==> src/rtl/compare_seq_pkg.sv <==
// Shared constants for the sequential slice comparator: default widths and FSM encodings.
package compare_seq_pkg;

  localparam int N_DEF = 32;
  localparam int W_DEF = 4;

  typedef enum logic [1:0] {
    ST_IDLE = 2'd0,
    ST_SCAN = 2'd1,
    ST_DONE = 2'd2
  } state_e;

endpackage

==> src/rtl/compare_seq_slice_cmp.sv <==
// Combinational W-bit unsigned slice compare; equality is an AND of per-bit XNORs.
module slice_cmp #(
  parameter int W = 4
) (
  input  logic [W-1:0] a,
  input  logic [W-1:0] b,
  output logic         eq,
  output logic         gt
);

  logic [W-1:0] bit_eq;

  assign bit_eq = ~(a ^ b);
  assign eq     = &bit_eq;
  assign gt     = (a > b);

endmodule

==> src/rtl/compare_seq.sv <==
// Multi-cycle magnitude comparator: scans W-bit slices from the MS end and stops at the
// first differing slice. Signed compares are mapped to unsigned by flipping the MSBs.
module compare_seq
  import compare_seq_pkg::*;
#(
  parameter int N = N_DEF,
  parameter int W = W_DEF
) (
  input  logic         clk,
  input  logic         rst,
  input  logic         start,
  input  logic [N-1:0] a,
  input  logic [N-1:0] b,
  input  logic         sgn,
  output logic         ready,
  output logic         done,
  output logic         eq,
  output logic         lt,
  output logic         gt
);

  localparam int S  = N / W;
  localparam int IW = (S > 1) ? $clog2(S) : 1;
  localparam logic [IW-1:0] IDX_MS = IW'(S - 1);

  state_e        state_q, state_d;
  logic [IW-1:0] idx_q, idx_d;
  logic [N-1:0]  a_q, a_d;
  logic [N-1:0]  b_q, b_d;
  logic          eq_q, eq_d;
  logic          lt_q, lt_d;
  logic          gt_q, gt_d;

  logic [W-1:0]  a_slice, b_slice;
  logic          s_eq, s_gt;

  assign a_slice = a_q[idx_q*W +: W];
  assign b_slice = b_q[idx_q*W +: W];

  slice_cmp #(.W(W)) u_slice_cmp (
    .a  (a_slice),
    .b  (b_slice),
    .eq (s_eq),
    .gt (s_gt)
  );

  always_comb begin
    state_d = state_q;
    idx_d   = idx_q;
    a_d     = a_q;
    b_d     = b_q;
    eq_d    = eq_q;
    lt_d    = lt_q;
    gt_d    = gt_q;
    case (state_q)
      ST_IDLE: begin
        if (start) begin
          a_d = a;
          b_d = b;
          // Offset-binary trick: flipping both MSBs turns signed order into unsigned order.
          if (sgn) begin
            a_d[N-1] = ~a[N-1];
            b_d[N-1] = ~b[N-1];
          end
          idx_d   = IDX_MS;
          eq_d    = 1'b0;
          lt_d    = 1'b0;
          gt_d    = 1'b0;
          state_d = ST_SCAN;
        end
      end
      ST_SCAN: begin
        if (!s_eq) begin
          gt_d    = s_gt;
          lt_d    = ~s_gt;
          state_d = ST_DONE;
        end else if (idx_q == '0) begin
          eq_d    = 1'b1;
          state_d = ST_DONE;
        end else begin
          idx_d = idx_q - 1'b1;
        end
      end
      ST_DONE: state_d = ST_IDLE;
      default: state_d = ST_IDLE;
    endcase
  end

  always_ff @(posedge clk) begin
    if (rst) begin
      state_q <= ST_IDLE;
      idx_q   <= IDX_MS;
      a_q     <= '0;
      b_q     <= '0;
      eq_q    <= 1'b0;
      lt_q    <= 1'b0;
      gt_q    <= 1'b0;
    end else begin
      state_q <= state_d;
      idx_q   <= idx_d;
      a_q     <= a_d;
      b_q     <= b_d;
      eq_q    <= eq_d;
      lt_q    <= lt_d;
      gt_q    <= gt_d;
    end
  end

  assign ready = (state_q == ST_IDLE);
  assign done  = (state_q == ST_DONE);
  assign eq    = eq_q;
  assign lt    = lt_q;
  assign gt    = gt_q;

endmodule

==> config.mk <==
export PLATFORM = sky130hd
export DESIGN_NAME = compare_seq
export DESIGN_NICKNAME = d
export VERILOG_FILES = /design/src/rtl/compare_seq_pkg.sv /design/src/rtl/compare_seq_slice_cmp.sv /design/src/rtl/compare_seq.sv
export SDC_FILE = /design/constraint.sdc
export NUM_CORES = 1
export LEC_CHECK = 0
export CAP_MARGIN = 25
export CORE_MARGIN = 10
export CORE_UTILIZATION = 54
export CTS_CLUSTER_SIZE = 24
export DETAILED_ROUTE_END_ITERATION = 7
export GPL_ROUTABILITY_DRIVEN = 0
export GPL_TIMING_DRIVEN = 0
export PLACE_DENSITY = 0.89
export RECOVER_POWER = 100
export SYNTH_ARGS = -nofsm -noshare
export SYNTH_HDL_FRONTEND = slang
export SYNTH_SLANG_ARGS = --single-unit
==> constraint.sdc <==
create_clock -name clk -period 3.9 [get_ports clk]
set_input_delay 0.39 -clock clk [delete_from_list [all_inputs] [get_ports clk]]
set_output_delay 0.39 -clock clk [all_outputs]
set_load 0.005 [all_outputs]
; ---- After elaboration in Yosys (flattened, before gate mapping)
; Cells that the tools add are included.
[word_totals]
ff_bits = 72
word_cells = 51
in_bits = 68
out_inout_bits = 5
[classes]
n_reduce_logical = 9
n_bitwise = 5
shifts = 2
addsub = 1
order_cmp = 1
n_eq_ne = 8
n_mux = 18
[ops]
columns = cell, n
row1 = $shiftx 32x6->4, 2
row2 = $reduce_and 4->1, 3
row3 = $ne 2x2->1 const B, 5
row4 = $mux 3, 3
row5 = $mux 1, 7
row6 = $mux 2, 3
row7 = $pmux 1 s2, 3
row8 = $pmux 3 s2, 1
row9 = $gt 4x4->1, 1
row10 = $not 4->4, 1
row11 = $pmux 2 s2, 1
row12 = $reduce_and 2->1, 2
row13 = $xor 4x4->4, 1
row14 = $logic_not 3->1, 1
row15 = $ne 3x3->1 const B, 1
row16 = $not 1->1, 3
row17 = $reduce_and 3->1, 1
row18 = $sub 3x1->3 const B, 1
row19 = $eq 2x1->1 const B, 1
row20 = $eq 2x2->1 const B, 1
row21 = $logic_not 2->1, 1
row22 = $reduce_bool 2->1, 1

; ---- Logic depth before layout (Yosys ltp)
; Gate-level depths: netlist of the first run.
[logic_depth]
ltp_word = 6
depth_mapped = 9

; ---- Modules after synthesis
; Synthesis of the first run repeated with hierarchy kept, for this count alone.
[hier_totals]
hier_cells = 368
area_unflattened_um2 = 3273.1
[modules_own_cells]
columns = module, cells_each, area_per_inst_um2, seq_area_each_um2, instances
row1 = compare_seq, 355, 3159.3, 1441.4, 1
row2 = slice_cmp, 13, 113.9, 0.0, 1

; ---- Worst setup path after synthesis of the first run
; Ideal clock, no wire load.
[synth_path]
path_type = register to register
from = reg idx_q[0]
to = reg gt_q (netlist: gt)
period_less_slack_ns = 2.352
arrival_ns = 2.236
setup_time_ns = 0.116
t_required_ns = 3.784
stages_incl_launch_ff = 9
slack_ns = 1.548
cell_sequence = dfxtp_1 -> buf_6 -> mux4_1 -> mux2_2 -> ha_1 -> nand4_1 -> nand2_1 -> and4_1 -> a41o_1
[synth_between]
elab_chain_len = 6
elab_cells_between_ends = 10
[synth_rtl]
columns = element, line
row1 = from (decl), compare_seq.sv:27  ; logic [IW-1:0] idx_q, idx_d;
row2 = from (signal assigned), compare_seq.sv:100  ; idx_q <= idx_d;
row3 = "parallel branches: the longest is 6 deep, another holds $gt 4x4->1", --
row4 = to (signal assigned), compare_seq.sv:105  ; gt_q <= gt_d;
row5 = to (decl), compare_seq.sv:32  ; logic gt_q, gt_d;
; Several ways; the timed one is not identified. The select of a mux whose other input is x is not followed.
; A chain may end at the register's enable or synchronous reset.

; ---- Final worst setup path of the first run
[layout_path]
from = reg idx_q[1]
to = reg idx_q[1]
[layout_between]
elab_chain_len = 6
elab_cells_between_ends = 13
[layout_rtl]
columns = element, line
row1 = $shiftx 32x6->4 (on tied branches), "compare_seq.sv:37, compare_seq.sv:38"
row2 = $xor 4x4->4, compare_seq_slice_cmp.sv:13  ; assign bit_eq = ~(a ^ b);
row3 = $not 4->4, compare_seq_slice_cmp.sv:13
row4 = $reduce_and 4->1, compare_seq_slice_cmp.sv:14  ; assign eq = &bit_eq;
row5 = $ne 2x2->1 (no line), --
row6 = $reduce_and 4->1 (no line), --
; Several ways; a longest one is shown, not always the timed one. The select of a mux whose other input is x is not followed.

==> flow_results.org, run 1 <==
** Outcome
- The flow ran to the end, and the final reports show no timing, DRC or antenna violations.

** Detailed routing
- Routed WL per cell :: 16.7 µm
- Sum of met2 wire segment lengths after detailed routing :: 4.43 mm
- Summed over all layers, the routed wires come to 8.65 mm.
- Summed over all nets, wire length on met3 after detailed routing comes to 644 µm.
- Dividing the detail-routed via count by the number of cells gives ~5.6.
- The first detailed-routing pass took 5 iterations.
- Summing over every cut layer, the via total after detailed routing is 2908.
- In this run the remaining antenna-violating nets after routing total 0.
- The highest metal layer carrying signal wires in the routed design is met4.
- Met1 routed wirelength after detailed routing :: around 3.4 mm
- Remaining design rule violation count :: 0
- For this block, the initial DRC count from the detailed router was 122.

** Timing
- Once routing completed, OpenROAD measured the worst setup slack at 712 ps.
- Setup total negative slack on the finished layout was measured at 0 ps.
- Shortest clock period the worst path allows after layout :: 3190 ps
- Endpoints failing hold :: 0
- Slew at the pin closest to its max-slew limit :: 641 ps
- Final number of setup-violating endpoints :: 0
- On the final layout, the worst clock skew is 4.94 ps.
- The final count of pins violating max slew is 0.
- Slew HR :: 0.573
- RSZ-0062 raised after global routing :: no
- In the finished design, the share of the clock period the worst path needs comes to 0.818.
- Maximum clock frequency :: 314 MHz

** Clock tree
- Number of hold-repair buffers added at the cts stage :: 0
- Level count of the clock H-tree :: 3
- Post-CTS timing repair inserted 0 buffers for setup.
- Number of gates given a new drive strength after cts :: 0
- Max Buffers Root-to-Sink :: 2
- CTS sink count :: 72
- Cts bufs inserted :: 9
- After clock tree synthesis, the clock-pin slew on the worst setup and hold paths is roughly 70 ps.
- Insertion delay to the later sink of the worst-skew pair :: 350 ps
- TritonCTS built the clock tree.
- The tree is rooted in a clkbuf_8.

** Power and ir drop
- The analysis attributes to cell leakage a power of ~1.7 nW.
- Net switching component of the power :: about 0.46 mW
- Of the total power, combinational logic draws 0.187.
- Power density over the cells :: 415 nW/µm²
- Switching share of power :: 0.269
- Total power :: 1.71 mW
- Of the total power, the clock network draws 0.336.
- The internal power of the cells totals 1.25 mW.
- Fraction of power consumed by sequential logic :: 0.477
- VDD IR max :: 0.275 mV

** Synthesis
- Count of cell types in the netlist :: 31
- The synthesized design contains 0 enable-type register cells.
- The share of the Yosys chip area taken by registers is 0.456.
- Area contributors post-synth :: dfxtp_1, nand2_1, a21oi_1
- Post-synth net total :: 434
- Post-synthesis area per instance :: 8.78 µm²
- After synthesis, the share of flip-flops with an asynchronous set or reset is 0.
- Fraction of post-synthesis cell area in the top cell type by area :: 0.456
- Post-synth design cell area :: 3160 µm²
- For this run, the number of Yosys warnings is 0.
- Cell type with the largest total area after synthesis :: dfxtp_1
- After technology mapping, the gate count stands at 360.
- Post-synthesis register bit count :: 72
- Most used flip-flop cell after synthesis :: dfxtp_1

** Final layout
- Combined area of the multi-input logic cells :: 1560 µm²
- Leading cell type in the layout, fill and taps excluded :: nand2_1
- Top library cells by usage in the layout, fill and taps aside :: nand2_1, dfxtp_1, clkdlybuf4s50_1, a21oi_1, clkbuf_1
- From synthesis to final layout, the design area changed by 30.7%.
- Of the cells placed in the final design, the portion with a size suffix greater than 1 is 0.0852.
- Layout Nets :: 516
- Number of inserted filler cells in the final layout :: 434
- The number of antenna diodes in the final layout is 0.
- Across the whole layout, storage elements account for approximately 1400 µm².

** Floorplan
- The floorplan step defined a core boundary enclosing roughly 5600 µm².
- For this configuration, the core starts out at a cell density of 0.564.
- Boundary Pins :: 73
- Floorplan die area :: 9310 µm²
- In this run the core area contains 27 standard-cell rows.
- Die X :: 96.5 µm
- Measured along the y axis, the die boundary spans 96.5 µm.

** Place
- Worst slack at placement :: between 1000 and 1500 ps
- During placement, the flow inserted port buffers numbering 71.
- DP HPWL :: approximately 6.4 mm

** Setup path
- Critical path buffers and inverters :: 2
- Required time of the critical path :: 4180 ps
- The number of cells on the worst reg-to-reg path is 9.
- The worst setup path is captured at a flop.
- Endpoint arrival time on the critical path :: 3470 ps
- The signal on the critical path passes through buf_2 -> clkbuf_1 -> mux4_1 -> mux2_2 -> ha_1 -> nand4_1 -> nor3_2 -> nor4_1 -> a31oi_1.
- Library cell contributing the largest single delay on the critical path :: clkbuf_1
- Crit path depth :: 9
- Largest delay contributor family on the critical path :: buffers and inverters
- Type of the worst setup path :: reg2reg
- Of all nets on the critical path, the largest fanout is 10.
- The worst setup path is launched from a flop.
- Longest individual stage delay on the worst path :: 540 ps

** GRT
- The number of global-route vias before repair came to 2935.
- Across every metal layer, demand over resource in global routing totals 0.197.
- The initial antenna violation count is 0.
- After global routing the overflow that remains totals 0.
- Maximum number of pins on one net before global-route repair :: 12
- First-pass GRT wire length :: between 10 and 15 mm

** Hold path
- The worst hold path belongs to the class reg2reg.
- Number of cells on the worst hold path :: 2

** Run
- Max-cap violations in this run came to 0.
[power by group through the flow]
stage	sequential, mW	clock, mW	combinational [mW]
after global routing	0.823	0.605	0.352
after global placement	0.830	0	0.308
after floorplan	0.824	0	0.192
after detailed placement	0.834	0	0.318
final	0.818	0.577	0.320
after CTS	0.818	0.572	0.323
[worst reg2reg max path: cells and delay by family (launching register included)]
kind | cells | cell delay (ps)
flops | 1 | 300
buf+inv | 2 | 810
compound gates | 1 | 170
mux | 2 | 750
simple gates | 3 | 770
fa+ha+maj | 1 | 310
[path summary, 6_finish.rpt]
path | end | from | slack (ps)
worst max-delay path | idx_q[1] | idx_q[1] | 710
worst min-delay path | a_q[18] | a_q[18] | 450
worst max register to register | idx_q[1] | idx_q[1] | 710
worst min register to register | a_q[18] | a_q[18] | 450
[final cells by class]
| cell class | count | share of cell area |
|---|---|---|
| Inverter | 4 | 0.00364 |
| Sequential cell | 72 | 0.349 |
| Clock inverter | 4 | 0.0109 |
| Timing Repair Buffer | 71 | 0.172 |
| Clock buffer | 11 | 0.0342 |
| Tap cell | 72 | 0.0218 |
| Multi-Input combinational cell | 256 | 0.377 |
| Buffer | 28 | 0.0315 |
[per-stage QoR]
stage	hold slack [ps]	utilization	instance area, µm²	cells
after CTS	452	0.740	4150	518
after global routing	479	0.737	4130	518
after floorplan	432	-	3160	360
final	451	0.737	4130	518
after global placement	439	0.706	3960	503
after detailed placement	442	0.706	3960	503
[Yosys cell counts, types with 2 or more instances]
| library cell | count |
|---|---|
| nor2b_1 | 3 |
| nor3_1 | 2 |
| mux4_2 | 9 |
| nand2_1 | 127 |
| buf_4 | 2 |
| nor4_1 | 3 |
| mux2_2 | 4 |
| inv_1 | 4 |
| nor2_1 | 8 |
| mux4_1 | 7 |
| ha_1 | 6 |
| buf_2 | 16 |
| a31oi_1 | 2 |
| xnor2_1 | 2 |
| mux2i_1 | 4 |
| nand4_1 | 2 |
| clkbuf_1 | 8 |
| buf_6 | 2 |
| a211oi_1 | 2 |
| dfxtp_1 | 72 |
| a21oi_1 | 65 |
[state kept, by name (all words and copies together) (netlist names)]
signal,count
a_q,32
b_q,32
eq,1
gt,1
idx_q,3
lt,1
state_q,2
[metal layers]
| metal | vias to the layer above | global-route usage |
|---|---|---|
| met5 | - | 0 |
| met4 | 0 | 0.0969 |
| met3 | 14 | 0.0447 |
| met2 | 134 | 0.341 |
| met1 | 1365 | 0.224 |
| li1 | 1395 | - |
[cells by family (layout without fill, tap and decap cells)]
| group | count (synthesis) | in the layout | share of synthesized area |
|---|---|---|---|
| multiplexers | 24 | 24 | 0.149 |
| AND/OR/NAND/NOR | 150 | 150 | 0.191 |
| adder cells (fa/ha/maj) | 6 | 6 | 0.0238 |
| XOR/XNOR | 2 | 2 | 0.00554 |
| AO/OA/AOI/OAI | 74 | 74 | 0.123 |
| flip-flops | 72 | 72 | 0.456 |
| buffers and inverters | 32 | 118 | 0.0515 |
No activity file was read; power rests on OpenSTA's default activity.
==> run 2: changes to the inputs <==
CORE_UTILIZATION = 45   (was 54)
PLACE_DENSITY = 0.8   (was 0.89)
clock period = 2.9 ns   (was 3.9 ns; I/O delays follow)
==> run 2 against run 1 <==
Net effect: clock-buffer cell count is 2 higher; clock skew about the same; critical path depth unchanged; non-clock buffer count up 1; total power up 36%; via count down 5.0%; worst setup slack lost 590 ps; first-iteration DRC count is 30% higher; combinational power rose by 36%.
==> flow_results.org, run 2 (synthesis results as in run 1) <==
** Final layout
- Layout Nets :: 517
- Reg area :: 1440 µm²
- Largest regs :: a_q (32), b_q (32), idx_q (3)
- Combined area of the multi-input logic cells :: 1560 µm²
- Antenna diodes :: 0
- Number of inserted filler cells in the final layout :: 605
- Top library cells by usage in the layout, fill and taps aside :: nand2_1, dfxtp_1, clkdlybuf4s50_1, a21oi_1, clkbuf_1
- Relative to the synthesized area, the layout overhead comes to 32.6%.
- Leading cell type in the layout, fill and taps excluded :: nand2_1
- Share of cells above drive strength 1 :: 0.0915

** Timing
- RSZ-0062 raised after global routing :: no
- Of the available clock period, the critical path in the final layout requires 0.959.
- Summed negative setup slack over all endpoints :: 0 ps
- For the pin with the worst max-slew slack, the measured transition is between 500 and 600 ps.
- Worst hold slack across all endpoints :: 399 ps
- Final number of setup-violating endpoints :: 0
- Shortest clock period the worst path allows after layout :: 2780 ps
- Across the routed clock network, the largest skew measured is about 5.2 ps.
- Slew HR :: 0.614
- The hold violation count in the final report came to 0.
- Maximum clock frequency :: 360 MHz
- The final count of pins violating max slew was 0.

** Detailed routing
- Detail Route Antenna Nets :: 0
- For this block, the initial DRC count from the detailed router was 158.
- Routed WL per cell :: approximately 15 µm
- Mean number of vias per cell :: a little over 5
- Total wire length after detailed routing :: roughly 8 mm
- The first TritonRoute pass finished after 6 iterations.
- Detailed routing inserted a total of 2764 vias.
- For this run, design rule violations remaining after detail routing come to 0.

** Clock tree
- Hold repair after CTS inserted 0 buffers.
- The root buffer cell chosen for the clock tree is clkbuf_8.
- In this run the deepest clock path goes through 2 buffers.
- Clock tree from TritonCTS :: yes
- Cts bufs inserted :: 9
- The H-tree was split into 3 levels.
- Clock-pin slew was measured on the worst setup and hold paths at 70 ps.
- Insertion delay to the later sink of the worst-skew pair :: ~350 ps
- The tree built by TritonCTS fans out to 72 sinks.

** Floorplan
- Die extent in y :: around 100 µm
- The initial utilization of the core area, before any placement, comes to 0.465.
- The core region is between 6000 and 7000 µm².
- After floorplanning, the core was divided into 30 placement rows.
- During I/O placement, the number of pins put on the boundary was 73.
- The die is 104 µm wide.
- The floorplan step defined a die boundary enclosing 10800 µm².

** Power and ir drop
- Power density over the cells :: between 500 and 600 nW/µm²
- Summing internal, switching and leakage power gives 2.34 mW.
- Static leakage power :: between 1.5 and 2 nW
- VDD IR max :: approximately 0.25 mV

** Setup path
- For the worst setup path, the data arrival time is 3050 ps.
- The signal on the critical path passes through buf_2 -> buf_4 -> mux4_1 -> mux2_2 -> ha_1 -> nand4_1 -> nor3_4 -> nor4_1 -> a31oi_1.
- For the worst flop-to-flop path, the logic depth is 9.
- Critical path buffers and inverters :: 2
- Grouping stages by cell kind, the critical path spends the most delay in simple AND/OR/NAND/NOR gates.
- Reg-to-reg slack, setup :: about 120 ps
- STA classifies the critical path startpoint as a flop.
- RR Endpoint :: idx_q[1]
- On the critical path, the stage with the largest delay is an instance of nor3_4.
- Maximum fanout along the worst path :: 10
- Critical register-to-register path startpoint :: idx_q[1]
- Type of the worst setup path :: reg2reg
- For this run, the slowest stage of the critical path takes 380 ps.
- The worst setup path is captured at a flop.
- At the worst endpoint, the required time is 3170 ps.

** GRT
- For this run, global-route usage on met1 was measured as 0.180.
- Vias in the first global route :: 2831
- Maximum number of pins on one net before global-route repair :: 12
- First-pass GRT wire length :: 13.5 mm
- met2 is the most crowded layer.
- GRT Util Overall :: 0.153
- Total gr overflow :: 0
- For this run, global-route usage on met2 was measured as 0.255.
- The initial antenna violation count is 0.
- For met3 alone, demand over resource in global routing was 0.0372.

** Hold path
- Number of cells on the worst hold path :: 3
- Hold crit path type :: in2reg
- Terminating pin of the worst hold path :: idx_q[0]
- Origin of the worst min-delay path :: rst

** Run
- Maximum capacitance violations :: 0

** Place
- Detailed placement ended at an HPWL of 6.20 mm.
- Port Buffer Count :: 71

** Outcome
- Outcome :: finished clean
[run 2: per-layer routing]
layer  vias up  share of wire  wire (µm)
met5         -              0          0
met1      1275           0.44       3630
met2        76           0.49       4010
met4         0          0.021        171
met3        16          0.052        429
li1       1397              -          -
[run 2: power by group]
part / internal (mW) / leakage (nW) / switching, mW
clock: 0.442 / 0.103 / 0.358
combinational: 0.218 / 0.989 / 0.218
sequential: 1.06 / 0.591 / 0.0361
[run 2: cell type report]
| cell class | count | share of cell area |
|---|---|---|
| Tap cell | 96 | 0.0287 |
| Timing Repair Buffer | 72 | 0.171 |
| Sequential cell | 72 | 0.344 |
| Multi-Input combinational cell | 256 | 0.373 |
| Clock inverter | 3 | 0.00955 |
| Inverter | 4 | 0.00358 |
| Buffer | 28 | 0.0322 |
| Clock buffer | 13 | 0.0379 |
[run 2: worst max path at each step]
| stage | slack [ps] | end | depth (start not counted) | start |
|---|---|---|---|---|
| after floorplan | 550 | gt | 8 | idx_q[0] |
| after global placement | 180 | idx_q[0] | 9 | idx_q[1] |
| after detailed placement | 60 | idx_q[1] | 9 | idx_q[1] |
| after CTS | 30 | idx_q[1] | 9 | idx_q[1] |
| after global routing | 1 | idx_q[1] | 9 | idx_q[1] |
| final | 120 | idx_q[1] | 9 | idx_q[1] |
[run 2: metrics by stage]
| step | util | cell area (µm²) | cells | setup WS (ps) |
|---|---|---|---|---|
| 2_1_floorplan | - | 3160 | 360 | 548 |
| 3_5_place_dp | 0.587 | 3990 | 527 | 63.4 |
| 4_1_cts | 0.617 | 4190 | 543 | 34.5 |
| 3_3_place_gp | 0.587 | 3990 | 527 | 180 |
| 5_1_grt | 0.617 | 4190 | 544 | 0.991 |
| 6_report | 0.617 | 4190 | 544 | 120 |
[run 2: worst register-to-register path, cell delays in order (launching register included)]
cell and delay (ps):
dfxtp_1 320, buf_2 260, buf_4 260, mux4_1 330
mux2_2 300, ha_1 300, nand4_1 280, nor3_4 380
nor4_1 100, a31oi_1 170
[run 2: timing repair]
action                     in CTS  in global routing
setup endpoints to repair       0                  4
gates resized for setup         0                  3
setup buffers                   0                  1
==> run 3: changes to the inputs <==
GPL_TIMING_DRIVEN = default   (was 0)
==> run 3 against run 2 <==
Net effect: final area down 1.9%; via count down 0.18%; first-iteration DRC count up 2.5%; maximum frequency up 5.5%; routed wire length down 4.2%; critical path depth up 1; clock-buffer cell count unchanged; sequential share of layout area up 0.65 points; clock power down 6.4%; final cell count down 3.1%; largest cell class unchanged; largest power group unchanged.
==> flow_results.org, run 3 (synthesis results as in run 1) <==
** Setup path
- Critical path buffers and inverters :: 3
- At the worst endpoint, the required time is 3180 ps.
- Largest delay contributor family on the critical path :: multiplexers
- Among all stages on the critical path, the largest delay is contributed by mux4_1.
- Counting stages on the worst path, the most repeated cell is buf_4.
- Counting cells, the worst reg-to-reg path comes to 10.
- On the worst path, the slowest cell contributes a delay of around 570 ps.
- In this run the register-to-register setup slack is 260 ps.
- The setup path with the least slack is of type reg2reg.
- Ordered cell list for the critical path :: buf_4 -> mux4_1 -> mux2_2 -> ha_1 -> nand4_1 -> buf_4 -> nor3_4 -> buf_4 -> nor2_1 -> nor2_1
- Critical register-to-register path startpoint :: idx_q[0]
- The worst setup path is captured at a flop.
- STA puts the critical path data arrival time at 2910 ps.
- The worst setup path is launched from a flop.
- Maximum fanout along the worst path :: 11
- RR Endpoint :: state_q[0]

** Final layout
- Number of inserted filler cells in the final layout :: ~590
- Top library cells by usage in the layout, fill and taps aside :: nand2_1, dfxtp_1, clkdlybuf4s50_1, a21oi_1
- Largest regs :: a_q (32), b_q (32), idx_q (3)
- Measured on the finished design, the core utilization comes to 0.606.
- Post-synthesis to final-layout area growth :: 30.2%
- The finished cells cover 4110 µm².
- Layout Nets :: 500
- The repair_antennas step left the layout with diodes totalling 0.
- The library cell used most frequently in the layout, excluding fill and tap cells, is nand2_1.
- Of the cells placed in the final design, the portion with a size suffix greater than 1 is 0.0882.

** Clock tree
- For the worst-skew pair, the clock arrives at the later sink with an insertion delay of 350 ps.
- CTS Root Cell :: clkbuf_8
- CTS sink count :: 72
- Cts bufs inserted :: 9
- Number of hold-repair buffers added at the cts stage :: 0
- The clock passes through at most 2 buffers.
- Clock tree from TritonCTS :: yes
- Clock-pin slew on the worst setup and hold paths :: 70 ps
- Level count of the clock H-tree :: 3

** GRT
- First-pass GRT wire length :: 13.2 mm
- GRT Util Overall :: 0.148
- For this run the aggregate overflow at the end of global routing stands at 0.
- Vias in the first global route :: 2794
- Antenna violations before repair :: 0
- Maximum number of pins on one net before global-route repair :: 44

** Hold path
- Terminating pin of the worst hold path :: a_q[23]
- The path class of the tightest hold or removal check is reg2reg.
- Number of cells on the worst hold path :: 2
- Origin of the worst min-delay path :: a_q[23]

** Timing
- RSZ-0062 raised after global routing :: no
- In the post-route analysis, the smallest setup slack over all paths is 264 ps.
- Final-report max-slew violation count :: 0
- Maximum clock frequency :: 379 MHz
- Setup violations remaining at the end of the flow were counted as 0.
- Worst-case clock skew :: 5.73 ps
- The worst pin sits at a relative slew slack of 0.0569.
- Setup total negative slack on the finished layout was measured at 0 ps.
- The clock period could shrink to 2640 ps.
- The hold violation count in the final report is 0.
- Final Cycle Share :: 0.909
- Slew at the pin closest to its max-slew limit :: 1410 ps

** Run
- Maximum capacitance violations :: 0

** Detailed routing
- Mean number of vias per cell :: 5.24
- The first TritonRoute pass finished after 4 iterations.
- Via count :: 2759
- After detailed routing, the number of remaining DRC violations is 0.
- Initial DRC Count :: 162
- The final layout contains routed wiring with a total length of ~7.9 mm.
- Dividing the detail-routed wire length by the instance count gives 15.0 µm.
- Once detail routing completed, the nets flagged for antenna violations numbered 0.

** Floorplan
- The core region is 6790 µm².
- The die covers 10800 µm².
- After floorplanning, the core was divided into 30 placement rows.
- During I/O placement, the number of pins put on the boundary was 73.
- For this configuration, the core starts out at a cell density of 0.465.
- The die is 104 µm tall.
- Die X :: around 100 µm

** Place
- The wire-length estimate of the detail-placed layout is 5.84 mm.
- In this run the tool buffered the top-level ports with 72 buffer cells.
- Once placement finished, the instance area stood at about 3900 µm².
- Worst slack at placement :: 207 ps

** Power and ir drop
- For this design the ratio of total power to cell area is 552 nW/µm².
- VDD IR max :: between 0.3 and 0.4 mV
- Static leakage power :: 1.65 nW

** Outcome
- The run finished with clean final reports.
==> run 3: area by class of cell <==
type / count / area (µm²) / share of cell area
clock inverters: 3 / 42.5 / 0.0103
inverters: 4 / 15.0 / 0.00365
well taps: 96 / 120 / 0.0292
multi-input cells: 256 / 1560 / 0.380
flip-flops and latches: 72 / 1440 / 0.350
clock buffers: 13 / 139 / 0.0338
repair buffers: 83 / 793 / 0.193
==> run 3: repair_timing <==
| action | in CTS | in global routing |
|---|---|---|
| setup endpoints to repair | 0 | 2 |
| resized for setup | 0 | 1 |
| endpoints found under the hold margin | 0 | 0 |
| buffers inserted | 0 | 3 |
==> run 3: metrics by stage <==
stage	instances	power, mW	hold slack (ps)
floorplan	360	1.37	426
global placement	508	1.51	441
detailed placement	508	1.53	448
CTS	524	2.26	458
global route	527	2.37	480
finish	527	2.27	456
==> run 3: how the worst max path moves through the flow <==
stage,startpoint,end,slack (ps),cells past startpoint
floorplan,idx_q[0],gt,550,8
global placement,idx_q[0],idx_q[0],350,8
detailed placement,idx_q[0],idx_q[1],210,8
CTS,idx_q[0],idx_q[1],190,8
global route,idx_q[0],state_q[0],80,10
finish,idx_q[0],state_q[0],260,10
==> run 3: where the power goes <==
part	total [mW]	switching, mW	leakage [nW]	internal, mW
clock network	0.749	0.351	0.0876	0.397
registers	1.11	0.0423	0.591	1.06
logic	0.417	0.202	0.972	0.215
==> run 3: worst reg2reg max path: stages (launching register included) <==
cell and delay, ps:
dfxtp_1 330, buf_4 210, mux4_1 580, mux2_2 280, ha_1 330, nand4_1 80
buf_4 170, nor3_4 240, buf_4 160, nor2_1 40, nor2_1 140
==> run 3: metal layers <==
| metal | vias up | track usage | part of all wire |
|---|---|---|---|
| li1 | 1364 | - | - |
| met3 | 17 | 0.0347 | 0.057 |
| met4 | 0 | 0.0905 | 0.026 |
| met5 | - | 0 | 0 |
| met2 | 94 | 0.238 | 0.49 |
| met1 | 1284 | 0.173 | 0.43 |
